### src/rtl/regfile_pkg.sv
// Shared defaults and helpers for the register file with reservation scoreboard.
package regfile_pkg;

  localparam int unsigned DATA_W_DEF = 32;
  localparam int unsigned NREGS_DEF  = 32;
  localparam int unsigned ADDR_W_DEF = 5;
  localparam int unsigned ZERO_REG   = 0;

  // True for architectural registers that hold state: nonzero and below nregs.
  function automatic logic reg_valid(input int unsigned addr, input int unsigned nregs);
    return (addr != ZERO_REG) && (addr < nregs);
  endfunction

endpackage

### src/rtl/regfile_scoreboard_if.sv
// Read, writeback and reservation signals of regfile_scoreboard.
interface regfile_scoreboard_if
  import regfile_pkg::*;
#(
  parameter int unsigned DATA_W = DATA_W_DEF,
  parameter int unsigned ADDR_W = ADDR_W_DEF
);
  logic [ADDR_W-1:0] iAddrA;
  logic [ADDR_W-1:0] iAddrB;
  logic [DATA_W-1:0] oRegA;
  logic [DATA_W-1:0] oRegB;
  logic              oBusyA;
  logic              oBusyB;
  logic              iWrite;
  logic [ADDR_W-1:0] iAddrC;
  logic [DATA_W-1:0] iRegC;
  logic              iRsv;
  logic [ADDR_W-1:0] iRsvAddr;
  logic              oRsvRdy;
  logic              iFlush;
  logic [ADDR_W:0]   oBusyCnt;

  modport master (
    output iAddrA, iAddrB, iWrite, iAddrC, iRegC, iRsv, iRsvAddr, iFlush,
    input  oRegA, oRegB, oBusyA, oBusyB, oRsvRdy, oBusyCnt
  );

  modport slave (
    input  iAddrA, iAddrB, iWrite, iAddrC, iRegC, iRsv, iRsvAddr, iFlush,
    output oRegA, oRegB, oBusyA, oBusyB, oRsvRdy, oBusyCnt
  );
endinterface

### src/rtl/rf_busy_table.sv
// Busy-bit scoreboard: reserve, writeback clear, flush and registered popcount.
module rf_busy_table
  import regfile_pkg::*;
#(
  parameter int unsigned NREGS  = NREGS_DEF,
  parameter int unsigned ADDR_W = ADDR_W_DEF
) (
  input  logic              clk,
  input  logic              rst,
  input  logic              wr_en,
  input  logic              wr_valid,
  input  logic [ADDR_W-1:0] wr_addr,
  input  logic              rsv,
  input  logic [ADDR_W-1:0] rsv_addr,
  input  logic              flush,
  input  logic [ADDR_W-1:0] addr_a,
  input  logic [ADDR_W-1:0] addr_b,
  output logic              busy_a,
  output logic              busy_b,
  output logic              rsv_rdy,
  output logic [ADDR_W:0]   busy_cnt
);
  localparam int unsigned IDX_W = $clog2(NREGS);

  logic [NREGS-1:0] busy;
  logic [NREGS-1:0] busy_nxt;
  logic [ADDR_W:0]  cnt_nxt;
  logic             rsv_ok;

  assign busy_a  = reg_valid(32'(addr_a), NREGS) ? busy[addr_a[IDX_W-1:0]] : 1'b0;
  assign busy_b  = reg_valid(32'(addr_b), NREGS) ? busy[addr_b[IDX_W-1:0]] : 1'b0;
  assign rsv_ok  = reg_valid(32'(rsv_addr), NREGS) ? busy[rsv_addr[IDX_W-1:0]] : 1'b0;
  assign rsv_rdy = !rsv_ok || (wr_en && (wr_addr == rsv_addr));

  // Order matters: write clears, then an accepted reserve re-sets, then flush wins.
  always_comb begin
    busy_nxt = busy;
    if (wr_valid)
      busy_nxt[wr_addr[IDX_W-1:0]] = 1'b0;
    if (rsv && rsv_rdy && reg_valid(32'(rsv_addr), NREGS))
      busy_nxt[rsv_addr[IDX_W-1:0]] = 1'b1;
    if (flush)
      busy_nxt = '0;
  end

  always_comb begin
    cnt_nxt = '0;
    for (int unsigned i = 0; i < NREGS; i++)
      cnt_nxt = cnt_nxt + (ADDR_W+1)'(busy_nxt[i]);
  end

  always_ff @(posedge clk or posedge rst) begin
    if (rst) begin
      busy     <= '0;
      busy_cnt <= '0;
    end else begin
      busy     <= busy_nxt;
      busy_cnt <= cnt_nxt;
    end
  end
endmodule

### src/rtl/regfile_scoreboard.sv
// Register file with destination-reservation scoreboard.
// Optional write-to-read bypass selected by macro REGFILE_BYPASS_EN.
module regfile_scoreboard
  import regfile_pkg::*;
#(
  parameter int unsigned DATA_W = DATA_W_DEF,
  parameter int unsigned NREGS  = NREGS_DEF,
  parameter int unsigned ADDR_W = ADDR_W_DEF
) (
  input logic                 iClk,
  input logic                 iRst,
  regfile_scoreboard_if.slave bus
);
  localparam int unsigned IDX_W = $clog2(NREGS);

  logic [DATA_W-1:0] regs [NREGS];
  logic              wr_valid;
  logic [DATA_W-1:0] raw_a;
  logic [DATA_W-1:0] raw_b;
  logic              busy_a;
  logic              busy_b;

  assign wr_valid = bus.iWrite && reg_valid(32'(bus.iAddrC), NREGS);

  always_ff @(posedge iClk or posedge iRst) begin
    if (iRst) begin
      for (int unsigned i = 0; i < NREGS; i++)
        regs[i] <= '0;
    end else if (wr_valid) begin
      regs[bus.iAddrC[IDX_W-1:0]] <= bus.iRegC;
    end
  end

  assign raw_a = reg_valid(32'(bus.iAddrA), NREGS) ? regs[bus.iAddrA[IDX_W-1:0]] : '0;
  assign raw_b = reg_valid(32'(bus.iAddrB), NREGS) ? regs[bus.iAddrB[IDX_W-1:0]] : '0;

  rf_busy_table #(
    .NREGS (NREGS),
    .ADDR_W(ADDR_W)
  ) u_busy (
    .clk     (iClk),
    .rst     (iRst),
    .wr_en   (bus.iWrite),
    .wr_valid(wr_valid),
    .wr_addr (bus.iAddrC),
    .rsv     (bus.iRsv),
    .rsv_addr(bus.iRsvAddr),
    .flush   (bus.iFlush),
    .addr_a  (bus.iAddrA),
    .addr_b  (bus.iAddrB),
    .busy_a  (busy_a),
    .busy_b  (busy_b),
    .rsv_rdy (bus.oRsvRdy),
    .busy_cnt(bus.oBusyCnt)
  );

`ifdef REGFILE_BYPASS_EN
  logic hit_a;
  logic hit_b;

  assign hit_a      = wr_valid && (bus.iAddrA == bus.iAddrC);
  assign hit_b      = wr_valid && (bus.iAddrB == bus.iAddrC);
  assign bus.oRegA  = hit_a ? bus.iRegC : raw_a;
  assign bus.oRegB  = hit_b ? bus.iRegC : raw_b;
  assign bus.oBusyA = hit_a ? 1'b0 : busy_a;
  assign bus.oBusyB = hit_b ? 1'b0 : busy_b;
`else
  assign bus.oRegA  = raw_a;
  assign bus.oRegB  = raw_b;
  assign bus.oBusyA = busy_a;
  assign bus.oBusyB = busy_b;
`endif
endmodule

### src/flat_wrapper.sv
// flat-port wrapper written by rule: the top's interface ports become plain ports
module regfile_scoreboard_flat import regfile_pkg::*;
#(
  parameter int unsigned DATA_W = DATA_W_DEF,
  parameter int unsigned NREGS  = NREGS_DEF,
  parameter int unsigned ADDR_W = ADDR_W_DEF
)
  (iClk, iRst, bus_iAddrA, bus_iAddrB, bus_iWrite, bus_iAddrC, bus_iRegC, bus_iRsv, bus_iRsvAddr, bus_iFlush, bus_oRegA, bus_oRegB, bus_oBusyA, bus_oBusyB, bus_oRsvRdy, bus_oBusyCnt);
  regfile_scoreboard_if #(.DATA_W(DATA_W), .ADDR_W(ADDR_W)) bus_i ();
  input logic iClk;
  input logic iRst;
  input wire logic [$bits(bus_i.iAddrA)-1:0] bus_iAddrA;
  input wire logic [$bits(bus_i.iAddrB)-1:0] bus_iAddrB;
  input wire logic [$bits(bus_i.iWrite)-1:0] bus_iWrite;
  input wire logic [$bits(bus_i.iAddrC)-1:0] bus_iAddrC;
  input wire logic [$bits(bus_i.iRegC)-1:0] bus_iRegC;
  input wire logic [$bits(bus_i.iRsv)-1:0] bus_iRsv;
  input wire logic [$bits(bus_i.iRsvAddr)-1:0] bus_iRsvAddr;
  input wire logic [$bits(bus_i.iFlush)-1:0] bus_iFlush;
  output wire logic [$bits(bus_i.oRegA)-1:0] bus_oRegA;
  output wire logic [$bits(bus_i.oRegB)-1:0] bus_oRegB;
  output wire logic [$bits(bus_i.oBusyA)-1:0] bus_oBusyA;
  output wire logic [$bits(bus_i.oBusyB)-1:0] bus_oBusyB;
  output wire logic [$bits(bus_i.oRsvRdy)-1:0] bus_oRsvRdy;
  output wire logic [$bits(bus_i.oBusyCnt)-1:0] bus_oBusyCnt;
  assign bus_i.iAddrA = bus_iAddrA;
  assign bus_i.iAddrB = bus_iAddrB;
  assign bus_i.iWrite = bus_iWrite;
  assign bus_i.iAddrC = bus_iAddrC;
  assign bus_i.iRegC = bus_iRegC;
  assign bus_i.iRsv = bus_iRsv;
  assign bus_i.iRsvAddr = bus_iRsvAddr;
  assign bus_i.iFlush = bus_iFlush;
  assign bus_oRegA = bus_i.oRegA;
  assign bus_oRegB = bus_i.oRegB;
  assign bus_oBusyA = bus_i.oBusyA;
  assign bus_oBusyB = bus_i.oBusyB;
  assign bus_oRsvRdy = bus_i.oRsvRdy;
  assign bus_oBusyCnt = bus_i.oBusyCnt;
  regfile_scoreboard #(.DATA_W(DATA_W), .NREGS(NREGS), .ADDR_W(ADDR_W)) u_core (.iClk(iClk), .iRst(iRst), .bus(bus_i));
endmodule
### config.mk
export PLATFORM = sky130hd
export DESIGN_NAME = regfile_scoreboard_flat
export DESIGN_NICKNAME = d
export VERILOG_FILES = /design/src/rtl/regfile_pkg.sv /design/src/rtl/regfile_scoreboard_if.sv /design/src/rtl/rf_busy_table.sv /design/src/rtl/regfile_scoreboard.sv /design/src/flat_wrapper.sv
export SDC_FILE = /design/constraint.sdc
export NUM_CORES = 2
export LEC_CHECK = 0
export CAP_MARGIN = 25
export CORE_MARGIN = 1
export CORE_UTILIZATION = 41
export CTS_CLUSTER_DIAMETER = 100
export DETAILED_ROUTE_END_ITERATION = 6
export GPL_ROUTABILITY_DRIVEN = 0
export GPL_TIMING_DRIVEN = 0
export HOLD_SLACK_MARGIN = 0.08
export PLACE_DENSITY = 0.56
export SYNTH_ARGS = -nofsm -noshare
export SYNTH_HDL_FRONTEND = slang
export SYNTH_SLANG_ARGS = --single-unit
### constraint.sdc
create_clock -name iClk -period 111.2 [get_ports iClk]
set_input_delay 27.8 -clock iClk [delete_from_list [all_inputs] [get_ports iClk]]
set_output_delay 27.8 -clock iClk [all_outputs]
set_load 0.1 [all_outputs]
==> summary.md <==
| Metric | Value |
|---|---|
| Leading post-synthesis cells by instance count | 1062 x sky130_fd_sc_hd__dfrtp_1, 997 x sky130_fd_sc_hd__mux2_2, 662 x sky130_fd_sc_hd__mux4_2, 262 x sky130_fd_sc_hd__clkbuf_1, 114 x sky130_fd_sc_hd__inv_1 |
| Num CTS Buffers | 130 |
| Clock sink total | 1062 |
| Number of cell rows | 136 |
| Switch Pwr | 0.367 mW |
| # nets final | 4056 |
| Via count of the first global-routing pass | 37400 |
| Cell type with the largest total area after synthesis | sky130_fd_sc_hd__dfrtp_1 |
| Data arrival at the endpoint of the critical path | 32.69 ns |
| Detailed Routing Iterations Pass 1 | 5 |
| PwrDens | 18.5 mW/mm^2 |
| Count of state elements after synthesis | 1062 |
| Tot GR Track Use | 28.9% |
| Number of primary I/O pins | 130 |
| Final Routed Wirelength | 201 mm |
| Count of instances resized after the clock tree is built | 0 |
| Leakage power total | 28.2 nW |
| Dominant register cell in the synthesized netlist | sky130_fd_sc_hd__dfrtp_1 |
| CP Launch Type | input port |
| Mean area per synthesized cell | 15.8 sq um |
| Share of power burned in the clock network | 34.7% |
| Path category of the worst min-delay check | flop to flop |
| Post-route clock period utilization | 54.4% |
| Top-area cell type share of the netlist area | 46.4% |
| Number of vias after detailed routing | 36700 |
| Final-report hold violation count | 0 |
| Type of destination of the critical path | output port |
| Total global routing overflow | 0 |
| Worst endpoint required time | 83.40 ns |
| Clock latency at the later pin of the worst-skew pair | 0.77 ns |
| Die Wd | 376 um |
| Filler Cell Count | 12000 |
| Outcome | finished, final reports clean |
| Clock-pin slew reported for the worst setup and hold paths after clock tree synthesis | 0.06 ns |
| Buffer count from post-CTS setup fixing | 0 |
| Min-delay src | u_core.regs[1004]$_DFFE_PP0P_ |
| Max clock buf depth | 3 |
| Gate power share | 24.2% |
| Non-filler cells, final | 5922 |
| Synthesized instance count | 3612 |
| Max-slew violation total from the final report | 0 |
| Share of total power in sequential cells | 41.2% |
| Share of flip-flops with an asynchronous set or reset | 100% |
| Share of post-route cells with drive strength above 1 | 50.6% |
| Sw frac | 29.8% |
| Mapped Nets | 3700 |
| Startpoint-to-endpoint class of the critical path | input port to output port |
| Clock tree skew after final layout | 0.00979 ns |
| Wire length of the first global-routing pass | 286 mm |
| Netlist Area Pre-Place | 0.0572 sq mm |
| Share of synthesized area occupied by flip-flops and latches | 46.4% |
| DIE AREA | 0.141 sq mm |
| Leading cell type by number of instances after synthesis | sky130_fd_sc_hd__dfrtp_1 |
| Starting density of the core | 41.5% |
| Number of setup violations in the final report | 0 |
| Wire length per cell after detailed routing | 33.9 um |
| RSZ-0062 raised after global routing | false |
| Via count normalized by instance count | 6.19 |
| Distinct cells, synth | 46 |
| Maximum fanout count along the critical path | 10 |
| Internal Dissipation | 0.865 mW |
| Cell at the root of the clock tree | sky130_fd_sc_hd__clkbuf_16 |
| Number of stages on the worst hold path | 1 |
| Remaining design rule violation count | 0 |
| Maximum capacitance violations | 0 |
| FF-to-FF Start | u_core.u_busy.busy[23]$_DFF_PP0_ |
| Core region area | 0.138 sq mm |
| Internal reg-to-reg setup slack | 104.63 ns |
| TritonCTS clock tree | done |
| Normalized max-slew margin | 21.8% |
| ANT nets after route | 0 |
| Transition time at the pin with the least slew margin | 1.17 ns |
| Worst Reg-to-Reg Cells | 19 |
| Initial antenna violation count | 2 |
| Final critical path time including I/O delays and setup | 60.49 ns |
| Yosys warning total | 0 |
| Worst Hold Endpoint | u_core.regs[1004]$_DFFE_PP0P_ |
| Die height | 376 um |
| Endpoint of the worst-slack reg-to-reg timing path | u_core.u_busy.busy_cnt[4]$_DFF_PP0_ |
| Estimated wirelength of the detail-placed design | 146 mm |
| Count of hold-fix buffers inserted at cts | 0 |
| Final setup TNS | 0 ns |
| Synth-to-layout area growth | 16.6% |
| First-iteration detailed-routing DRC count | 3461 |
| Buffers added on ports | 117 |
| Count of placed standard cells including taps | 5694 |
| Count of flip-flops with a built-in enable after synthesis | 0 |
| Worst IR Drop VDD | 0.0146 mV |
| Max Freq | 16.5 MHz |
| Biggest area contributors in the synthesized netlist | sky130_fd_sc_hd__dfrtp_1 46%, sky130_fd_sc_hd__mux4_2 26%, sky130_fd_sc_hd__mux2_2 20% |
| # H-tree levels | 4 |
| Pin count of the biggest net entering global routing | 128 |
==> kinds of logic (layout without fill, tap and decap cells) <==
| kind of cell | count (synthesis) | in the layout | synth area share, % |
|---|---|---|---|
| AND/OR/NAND/NOR | 184 | 184 | 1.53 |
| multiplexers | 1667 | 1667 | 45.8 |
| XOR/XNOR | 8 | 8 | 0.122 |
| buffers and inverters | 525 | 971 | 3.63 |
| adder cells (fa/ha/maj) | 31 | 31 | 0.992 |
| other | 0 | 1 | 0 |
| flip-flops | 1062 | 1062 | 46.4 |
| AO/OA/AOI/OAI | 135 | 135 | 1.49 |
==> power groups by stage <==
stage | clock network [mW] | registers (mW) | logic [mW]
after floorplan | 0 | 0.498 | 0.226
after global placement | 0 | 0.510 | 0.290
after detailed placement | 0 | 0.512 | 0.298
after CTS | 0.433 | 0.505 | 0.298
after global routing | 0.448 | 0.516 | 0.312
final | 0.427 | 0.507 | 0.298
==> registers in the layout, summed over array words and instances (netlist names) <==
name / cells
u_core.u_busy.busy_cnt: 6
u_core.u_busy.busy: 32
u_core.regs: 1024
==> layout by cell type (no fill, tap or decap), types with 5 or more instances in the layout <==
cell type                         Yosys  final
sky130_fd_sc_hd__dfrtp_1           1062   1062
sky130_fd_sc_hd__mux2_2             997    997
sky130_fd_sc_hd__mux4_2             662    662
sky130_fd_sc_hd__clkbuf_1           262    290
sky130_fd_sc_hd__clkbuf_16            0    135
sky130_fd_sc_hd__clkdlybuf4s50_1      0    117
sky130_fd_sc_hd__inv_1              114    113
sky130_fd_sc_hd__nand2_1            111    111
sky130_fd_sc_hd__buf_2               85     86
sky130_fd_sc_hd__o21ai_1             83     83
sky130_fd_sc_hd__buf_8                0     77
sky130_fd_sc_hd__buf_1               63     62
sky130_fd_sc_hd__clkbuf_8             0     27
sky130_fd_sc_hd__fa_1                24     24
sky130_fd_sc_hd__nand3b_1            21     21
sky130_fd_sc_hd__nor2_1              19     19
sky130_fd_sc_hd__buf_16               0     18
sky130_fd_sc_hd__clkinv_2             0     15
sky130_fd_sc_hd__o32ai_1             14     14
sky130_fd_sc_hd__o21a_1              14     14
sky130_fd_sc_hd__buf_6                0     10
sky130_fd_sc_hd__mux2i_1              8      8
sky130_fd_sc_hd__o32a_1               8      8
sky130_fd_sc_hd__ha_1                 7      7
sky130_fd_sc_hd__bufinv_16            0      6
sky130_fd_sc_hd__nor3b_1              5      5
sky130_fd_sc_hd__xor2_1               5      5
==> metal layers <==
| metal | vias up | track usage, % | wire, um |
|---|---|---|---|
| met5 | - | 0 | 13 |
| met4 | 2 | 10.7 | 7590 |
| met3 | 353 | 7.55 | 16300 |
| met2 | 1514 | 43.5 | 91400 |
| met1 | 20200 | 40.3 | 85500 |
| li1 | 14600 | - | - |
==> layout make-up <==
type	count	area [sq um]	share of cell area (%)
Timing Repair Buffer	224	2950	4.42
Antenna cell	1	2.50	0.00375
Tap cell	1863	2330	3.49
Multi-Input combinational cell	2025	28600	42.8
Inverter	115	439	0.658
Clock buffer	191	3860	5.78
Sequential cell	1062	26600	39.8
Buffer	410	1650	2.47
Clock inverter	31	355	0.532
==> how the worst max path moves through the flow <==
| stage | startpoint | end | slack [ns] | cells after the start |
|---|---|---|---|---|
| after floorplan | bus_iAddrB[2] | bus_oRegB[24] | 53.04 | 6 |
| after global routing | bus_iAddrB[1] | bus_oRegB[31] | 50.63 | 9 |
| after detailed placement | bus_iAddrB[1] | bus_oRegB[31] | 50.82 | 9 |
| after CTS | bus_iAddrB[1] | bus_oRegB[31] | 50.82 | 9 |
| final | bus_iAddrA[1] | bus_oRegA[31] | 50.71 | 8 |
| after global placement | iRst | u_core.regs[662]$_DFFE_PP0P_ | 38.92 | 2 |
==> metrics by stage <==
step	area (sq um)	setup WS [ns]	utilization, %	power, mW	hold WS (ns)
2_1_floorplan	57200	53.04	-	0.724	0.441
3_3_place_gp	60700	38.92	44.0	0.800	0.453
3_5_place_dp	62500	50.82	45.3	0.809	0.464
4_1_cts	66700	50.82	48.3	1.24	0.481
5_1_grt	66800	50.63	48.4	1.28	0.494
6_report	66800	50.71	48.4	1.23	0.477
==> worst max-delay path: stages <==
cell and delay (ns):
sky130_fd_sc_hd__clkdlybuf4s50_1 0.72, sky130_fd_sc_hd__clkbuf_1 0.81, sky130_fd_sc_hd__buf_1 0.92, sky130_fd_sc_hd__mux4_2 0.38
sky130_fd_sc_hd__mux4_2 0.23, sky130_fd_sc_hd__nand2_1 0.09, sky130_fd_sc_hd__o21ai_1 0.45, sky130_fd_sc_hd__clkdlybuf4s50_1 1.28
No activity file was read; power rests on OpenSTA's default activity.
